$ cat config.mk
export PLATFORM = sky130hd
export DESIGN_NAME = hall_tick_gen
export DESIGN_NICKNAME = d
export VERILOG_FILES = /design/src/rtl/hall_pkg.sv /design/src/rtl/sync_2ff.sv /design/src/rtl/hall_tick_gen.sv
export SDC_FILE = /design/constraint.sdc
export NUM_CORES = 1
export LEC_CHECK = 0
export CAP_MARGIN = 20
export CORE_AREA = 2 2 94 96
export DETAILED_ROUTE_END_ITERATION = 10
export DIE_AREA = 0 0 96 98
export PLACE_DENSITY = 0.86
export RECOVER_POWER = 100
export SLEW_MARGIN = 20
export SYNTH_ARGS = -nofsm -noshare
export SYNTH_HDL_FRONTEND = slang
export SYNTH_SLANG_ARGS = --single-unit
$ cat constraint.sdc
create_clock -name clk -period 2.2 [get_ports clk]
set_clock_uncertainty 0.15 [all_clocks]
set_input_delay 0.33 -clock clk [delete_from_list [all_inputs] [get_ports clk]]
set_output_delay 0.33 -clock clk [all_outputs]
set_load 0.02 [all_outputs]
$ cat src/rtl/hall_pkg.sv
// Shared types and defaults for the wheel hall-sensor tick path.
// Used by hall_tick_gen; the HALL_REV_COUNT_EN build also uses REV_COUNT_W.
package hall_pkg;

    typedef enum logic [1:0] {
        st_inactive   = 2'd0,
        st_wait_act   = 2'd1,
        st_active     = 2'd2,
        st_wait_inact = 2'd3
    } deb_state_t;

    localparam int DEB_CNT_W = 24;
    localparam int REV_COUNT_W = 16;

    localparam logic [DEB_CNT_W-1:0] DEBOUNCE_CYC_DEF = 24'd500_000;
    localparam logic [31:0] TIMEOUT_CYC_DEF = 32'd300_000_000;

    // Debounce FSM register, kept as one struct so checkers can bind to it.
    typedef struct packed {
        deb_state_t state;
        logic [DEB_CNT_W-1:0] cnt;
    } deb_fsm_t;

endpackage

$ cat src/rtl/sync_2ff.sv
// Single-bit two-flop synchroniser for asynchronous inputs; both flops reset to 0.
module sync_2ff (
    input  logic clk,
    input  logic rst,
    input  logic d,
    output logic q
);

    logic meta;

    always_ff @(posedge clk) begin
        if (rst) begin
            meta <= 1'b0;
            q    <= 1'b0;
        end else begin
            meta <= d;
            q    <= meta;
        end
    end

endmodule

$ cat src/rtl/hall_tick_gen.sv
// Hall sensor front end: synchronise, debounce, emit one tick per active edge, measure period.
// Optional build macro HALL_REV_COUNT_EN adds a wrapping 16-bit rev_count output.
module hall_tick_gen
    import hall_pkg::*;
#(
    parameter logic [DEB_CNT_W-1:0] DEBOUNCE_CYC = DEBOUNCE_CYC_DEF,
    parameter int PERIOD_W = 32,
    parameter logic [PERIOD_W-1:0] TIMEOUT_CYC = TIMEOUT_CYC_DEF,
    parameter bit ACTIVE_LOW = 1'b1
) (
    input  logic clk,
    input  logic rst,
    input  logic sensor_in,
    output logic tick,
    output logic level,
    output logic [PERIOD_W-1:0] period,
    output logic period_valid,
    output logic stopped
`ifdef HALL_REV_COUNT_EN
    ,
    output logic [REV_COUNT_W-1:0] rev_count
`endif
);

    localparam logic [DEB_CNT_W-1:0] DEB_LAST = DEBOUNCE_CYC - 24'd1;
    localparam logic [PERIOD_W-1:0] PER_ONE = PERIOD_W'(1);

    logic s;
    deb_fsm_t deb_q;
    logic [PERIOD_W-1:0] per_cnt;

    // Normalise polarity before the synchroniser so reset 0 means "no magnet".
    sync_2ff u_sync (
        .clk(clk),
        .rst(rst),
        .d  (sensor_in ^ ACTIVE_LOW),
        .q  (s)
    );

    always_ff @(posedge clk) begin
        if (rst) begin
            deb_q.state <= st_inactive;
            deb_q.cnt   <= '0;
            tick        <= 1'b0;
            level       <= 1'b0;
        end else begin
            tick <= 1'b0;
            case (deb_q.state)
                st_inactive: begin
                    if (s) begin
                        deb_q.state <= st_wait_act;
                        deb_q.cnt   <= '0;
                    end
                end
                st_wait_act: begin
                    if (!s) begin
                        deb_q.state <= st_inactive;
                        deb_q.cnt   <= '0;
                    end else if (deb_q.cnt == DEB_LAST) begin
                        deb_q.state <= st_active;
                        deb_q.cnt   <= '0;
                        tick        <= 1'b1;
                        level       <= 1'b1;
                    end else begin
                        deb_q.cnt <= deb_q.cnt + 24'd1;
                    end
                end
                st_active: begin
                    if (!s) begin
                        deb_q.state <= st_wait_inact;
                        deb_q.cnt   <= '0;
                    end
                end
                st_wait_inact: begin
                    if (s) begin
                        deb_q.state <= st_active;
                        deb_q.cnt   <= '0;
                    end else if (deb_q.cnt == DEB_LAST) begin
                        deb_q.state <= st_inactive;
                        deb_q.cnt   <= '0;
                        level       <= 1'b0;
                    end else begin
                        deb_q.cnt <= deb_q.cnt + 24'd1;
                    end
                end
                default: begin
                    deb_q.state <= st_inactive;
                    deb_q.cnt   <= '0;
                    level       <= 1'b0;
                end
            endcase
        end
    end

    // Counter restarts at 1 on the visible tick, so its value at the next tick
    // equals the exact cycle distance between the two pulses.
    always_ff @(posedge clk) begin
        if (rst) begin
            per_cnt      <= '0;
            period       <= '0;
            period_valid <= 1'b0;
            stopped      <= 1'b1;
        end else if (tick) begin
            per_cnt <= PER_ONE;
            if (stopped) begin
                stopped <= 1'b0;
            end else begin
                period       <= per_cnt;
                period_valid <= 1'b1;
            end
        end else if (per_cnt == TIMEOUT_CYC) begin
            stopped      <= 1'b1;
            period_valid <= 1'b0;
        end else begin
            per_cnt <= per_cnt + PER_ONE;
        end
    end

`ifdef HALL_REV_COUNT_EN
    always_ff @(posedge clk) begin
        if (rst) begin
            rev_count <= '0;
        end else if (tick) begin
            rev_count <= rev_count + 16'd1;
        end
    end
`endif

endmodule
; Yosys cells after proc, flatten, opt, wreduce, memory -nomap -nowiden
; Index checks and enable logic that the tools add are counted.
[op_classes]
addsub = 2
eq_ne = 15
mux = 21
n_bitwise = 4
n_reduce_logical = 10
[ops]
columns = op, count
row1 = $mux 26, 4
row2 = $pmux 26 s4, 1
row3 = $add 32x1->32 const B, 1
row4 = $eq 32x29->1 const B, 1
row5 = $add 24x1->24 const B, 1
row6 = $eq 24x19->1 const B, 1
row7 = $mux 24, 1
row8 = $mux 1, 12
row9 = $ne 2x2->1 const B, 6
row10 = $reduce_and 2->1, 3
row11 = $reduce_and 5->1, 1
row12 = $eq 2x2->1 const B, 2
row13 = $mux 2, 2
row14 = $ne 2x1->1 const B, 2
row15 = $not 1->1, 4
row16 = $reduce_and 4->1, 1
row17 = $reduce_bool 2->1, 2
row18 = $ne 3x2->1 const B, 1
row19 = $ne 3x3->1 const B, 1
row20 = $reduce_or 3->1, 1
row21 = $eq 2x1->1 const B, 1
row22 = $logic_not 2->1, 1
row23 = $pmux 1 s2, 1
row24 = $reduce_or 2->1, 1
[word_totals]
register_bits = 96
inputBits = 3
out_inout_bits = 36
word_cells = 63

; Longest topological paths before layout
[logic_depth]
depth_word = 4
depth_mapped = 7
depth_no_buf = 7

; Modules after synthesis
; Synthesis repeated with hierarchy kept, for this count alone.
[unflattened]
hier_cells = 499
area_unflattened_um2 = 4160.2
[modules_own_cells]
columns = mod, instances, cells_each, area_each_um2
row1 = hall_tick_gen, 1, 495, 4107.7
row2 = sync_2ff, 1, 4, 52.6

; Worst setup path after synthesis
; OpenSTA, ideal clock, no wires.
[synth_path]
kind = reg-to-reg
from = register deb_q[20] (netlist name)
to = register deb_q[11] (netlist name)
setup_ps = 122
t_arrival_ps = 1756
t_required_ps = 1928
path_slack_ps = 172
path_stages_with_launch = 7
path_buffers = 1
path_cell_list = dfxtp_1 or4_1 nor3_1 a21o_2 buf_4 nor2_1 a221o_1
[synth_via]
elab_chain_cells = 4
[synth_rtl]
columns = item, line_no
row1 = "start, declared", hall_tick_gen.sv:29  ; deb_fsm_t deb_q;
row2 = $eq 24x19->1 *, "hall_tick_gen.sv:59, hall_tick_gen.sv:78"
row3 = $mux 24 *, "hall_tick_gen.sv:59, hall_tick_gen.sv:78"
row4 = $mux 26 (on tied branches), "hall_tick_gen.sv:75, hall_tick_gen.sv:56"
row5 = $pmux 26 s4 *, hall_tick_gen.sv:48  ; case (deb_q.state)
; Every way passes the cells marked *; elsewhere a longest branch is shown, timed or not.
; A chain may end at the register's enable or synchronous reset.

; Worst setup path after layout
[layout_path]
from = register deb_q[1] (netlist name)
to = register deb_q[20] (netlist name)
[layout_via]
elab_chain_cells = 4
[layout_rtl]
columns = item, line_no
row1 = $add 24x1->24 or $eq 24x19->1 (tied branches), --
row2 = $mux 24 *, "hall_tick_gen.sv:59, hall_tick_gen.sv:78"
row3 = $mux 26 (on tied branches), "hall_tick_gen.sv:75, hall_tick_gen.sv:56"
row4 = $pmux 26 s4 *, hall_tick_gen.sv:48
; Marked as above.

==> flow_summary.yaml <==
synth:
  muxShareOfSynthArea_pct: 1.225
  synth_fa_ha_area_share_pct: 0.8751
  synthXorXnorAreaFrac_pct: 6.534
  synth_cell_types: 57
  syn_area_um2: 4289
  async_flop_share_pct: 0
  synth_edf_count: 0
  yosysWarnings: 0
  syn_area_per_cell_um2: 8.328
  synth-seq-cells: 96
  synth-seq-area-share_pct: 44.81
  synth_top_family_by_area: "simple AND/OR/NAND/NOR gates"
  synth_top_area_share_pct: 44.81
  syn_inst: 515
  synth_area_leaders: "dfxtp_1 (45%), nand2_1 (8.1%), xnor2_1 (4.9%)"
  yosys_most_used_dff: "dfxtp_1"
  synth_nets: 521
  synth-simple-area-share_pct: 30.11
  synth_top_area_cell: "dfxtp_1"
  synth_compound_area_share_pct: 12.69
layout:
  drive_gt1_share_pct: 11.05
  multi_input_area_um2: 2220
  diodes: 0
  fin_cells: 678
  regArea_um2: 1923
  nets: 571
  fillers: 715
  syn2layout_area_growth_pct: 19.72
clock_network:
  clockRootBuffer: "clkbuf_8"
  cts_buffers: 9
  cts_hold_buf: 0
  clock_latency_ns: 0.37
  clkSlewWorstSetupHoldPaths_ns: 0.09
  clock-sinks: 96
  cts_buffer_depth: 2
  cts_tree: "built"
  cts_max_level: 3
sta:
  max_freq_ghz: 0.4667
  rsz0062_at_grt: "false"
  timing.final.crit_share_pct: 97.41
  hold_violations: 0
  setup_tns_ns: 0
  worst_pin_slew_ns: 0.7444
  maxSlewViolCount: 0
  whs_ns: 0.2698
  max-slew-margin-rel_pct: 50.11
  min_period_ns: 2.143
  setup_viol: 0
pwr:
  vdd_ir_drop_max_v: 0.0003580
  power_density_nw_per_um2: 598.4
  leakage_uw: 0.001793
placement:
  dp.cells: 661
  portBuffers: 38
  dpl.hpwl_um: 6918
  place_congestion: 0.8902
critical_path:
  critical_path_arrival_ns: 2.27
  cp-end-kind: "register"
  reg2reg_from: "deb_q[1]"
  r2r_end: "deb_q[20]"
  r2r_cells: 7
  required_ns: 2.33
  crit_type: "register to register"
  startpoint_type: "register"
  cp_max_fo: 10
  reg2reg_slack_ns: 0.06
min_path:
  worstHoldEndpoint: "u_sync.meta"
  hold_depth: 3
  hp-start: "rst"
  hold_path.class: "input pin to register"
grt:
  grtUsageTotal_pct: 22.67
  antenna_found_initial: 0
  grt_overflow_total: 0
  grt_max_degree: 36
  grt_pass1_wl_um: 17190
  grt_pass1_vias: 3719
floorplan:
  start_util_pct: 50.67
  num_rows: 34
  ios: 39
  dieArea_um2: 9408
  die_y_um: 98
  die_width_um: 96
  core_area_um2: 8466
drt:
  vias: 3914
  wire_per_inst_um: 14.73
  drt-vias-per-instance: 5.773
  drt_pass1_iterations: 5
  ant_nets: 0
  wl_um: 9987
  drc: 0
  first_iter_violations: 312
job:
  max_cap_viol_count: 0
status:
  status: "finished, final reports clean"
routing by layer:
layer	vias to the layer above	share of wire, %	GRT usage (%)
met3	18	5.6	4.321
met5	-	0	0
met4	0	2.0	9.011
met1	1840	47	33.15
li1	1923	-	-
met2	133	45	32.75
metrics by stage:
step / util [%] / total power, uW / worst slack (ns) / instance area [um2]
5_1_grt: 60.66 / 3188 / 0.009761 / 5135
3_3_place_gp: 58.07 / 1923 / 0.07215 / 4916
2_1_floorplan: - / 1890 / 0.1722 / 4289
6_report: 60.66 / 3073 / 0.05707 / 5135
4_1_cts: 60.55 / 3095 / 0.01621 / 5126
3_5_place_dp: 58.13 / 1928 / 0.02183 / 4921
critical path: stages, from the launching register on:
cell	delay, ns
dfxtp_2	0.35
ha_2	0.19
and4_1	0.21
and4_1	0.20
a21o_2	0.25
buf_4	0.18
or2_1	0.27
o311ai_1	0.26
registers in the layout, summed over array words and instances (netlist names), named ones only:
register and count:
period_valid 1, deb_q 25, period 32, tick 1
stopped 1, u_sync.q 1, u_sync.meta 1, per_cnt 32
level 1
cell usage after synthesis, types with 6 or more instances:
| library cell | count |
|---|---|
| dfxtp_1 | 96 |
| inv_1 | 11 |
| nor4b_1 | 6 |
| nand3_1 | 21 |
| a21oi_1 | 39 |
| nor4_1 | 22 |
| nand2_1 | 92 |
| nand4_1 | 10 |
| nor2_1 | 42 |
| and4_1 | 7 |
| xor2_1 | 8 |
| xnor2_1 | 24 |
| clkbuf_1 | 24 |
| nor3_1 | 16 |
| o21ai_0 | 10 |
final cells by class:
type / count / area share, %
Multi-Input combinational cell: 378 / 43.23
Sequential cell: 96 / 37.45
Timing Repair Buffer: 68 / 11.82
Tap cell: 108 / 2.632
Clock buffer: 10 / 2.485
Clock inverter: 6 / 1.511
Inverter: 12 / 0.8772
cells by family (layout without fill, tap and decap cells):
kind of cell,after synthesis,after routing
AO/OA/AOI/OAI,85,85
XOR/XNOR,32,32
AND/OR/NAND/NOR,253,253
flip-flops,96,96
buffers and inverters,41,96
multiplexers,5,5
adder cells (fa/ha/maj),3,3
cell usage in the layout, fill, tap and decap left out, types with 6 or more instances in the layout:
cell type | Yosys | routed
nor2_1 | 42 | 42
dfxtp_1 | 96 | 95
clkbuf_8 | 0 | 9
nor4b_1 | 6 | 6
o21ai_0 | 10 | 10
nor3_1 | 16 | 14
xor2_1 | 8 | 8
buf_4 | 1 | 26
and4_1 | 7 | 7
nand3_1 | 21 | 21
dlygate4sd3_1 | 0 | 37
inv_1 | 11 | 11
nor4_1 | 22 | 21
xnor2_1 | 24 | 24
nand2_1 | 92 | 92
a21oi_1 | 39 | 39
nand4_1 | 10 | 10
how the worst max path moves through the flow:
stage,start,endpoint,slack [ns]
4_1_cts,deb_q[1],deb_q[20],0.02
6_report,deb_q[1],deb_q[20],0.06
3_3_place_gp,deb_q[1],deb_q[20],0.07
3_5_place_dp,deb_q[1],deb_q[20],0.02
2_1_floorplan,deb_q[20],deb_q[11],0.17
5_1_grt,deb_q[1],deb_q[20],0.01
power by group:
group,switching (uW),internal [uW],leakage (uW)
clock,639,546,0.000101
sequential,21.7,1750,0.000775
combinational,70.7,41.9,0.000918
what timing repair did:
action,4_1_cts,5_1_grt
endpoints found under the setup margin,0,14
resized for setup,0,7
setup buffers,0,1
Note: power is estimated with default switching activity, not from simulation.
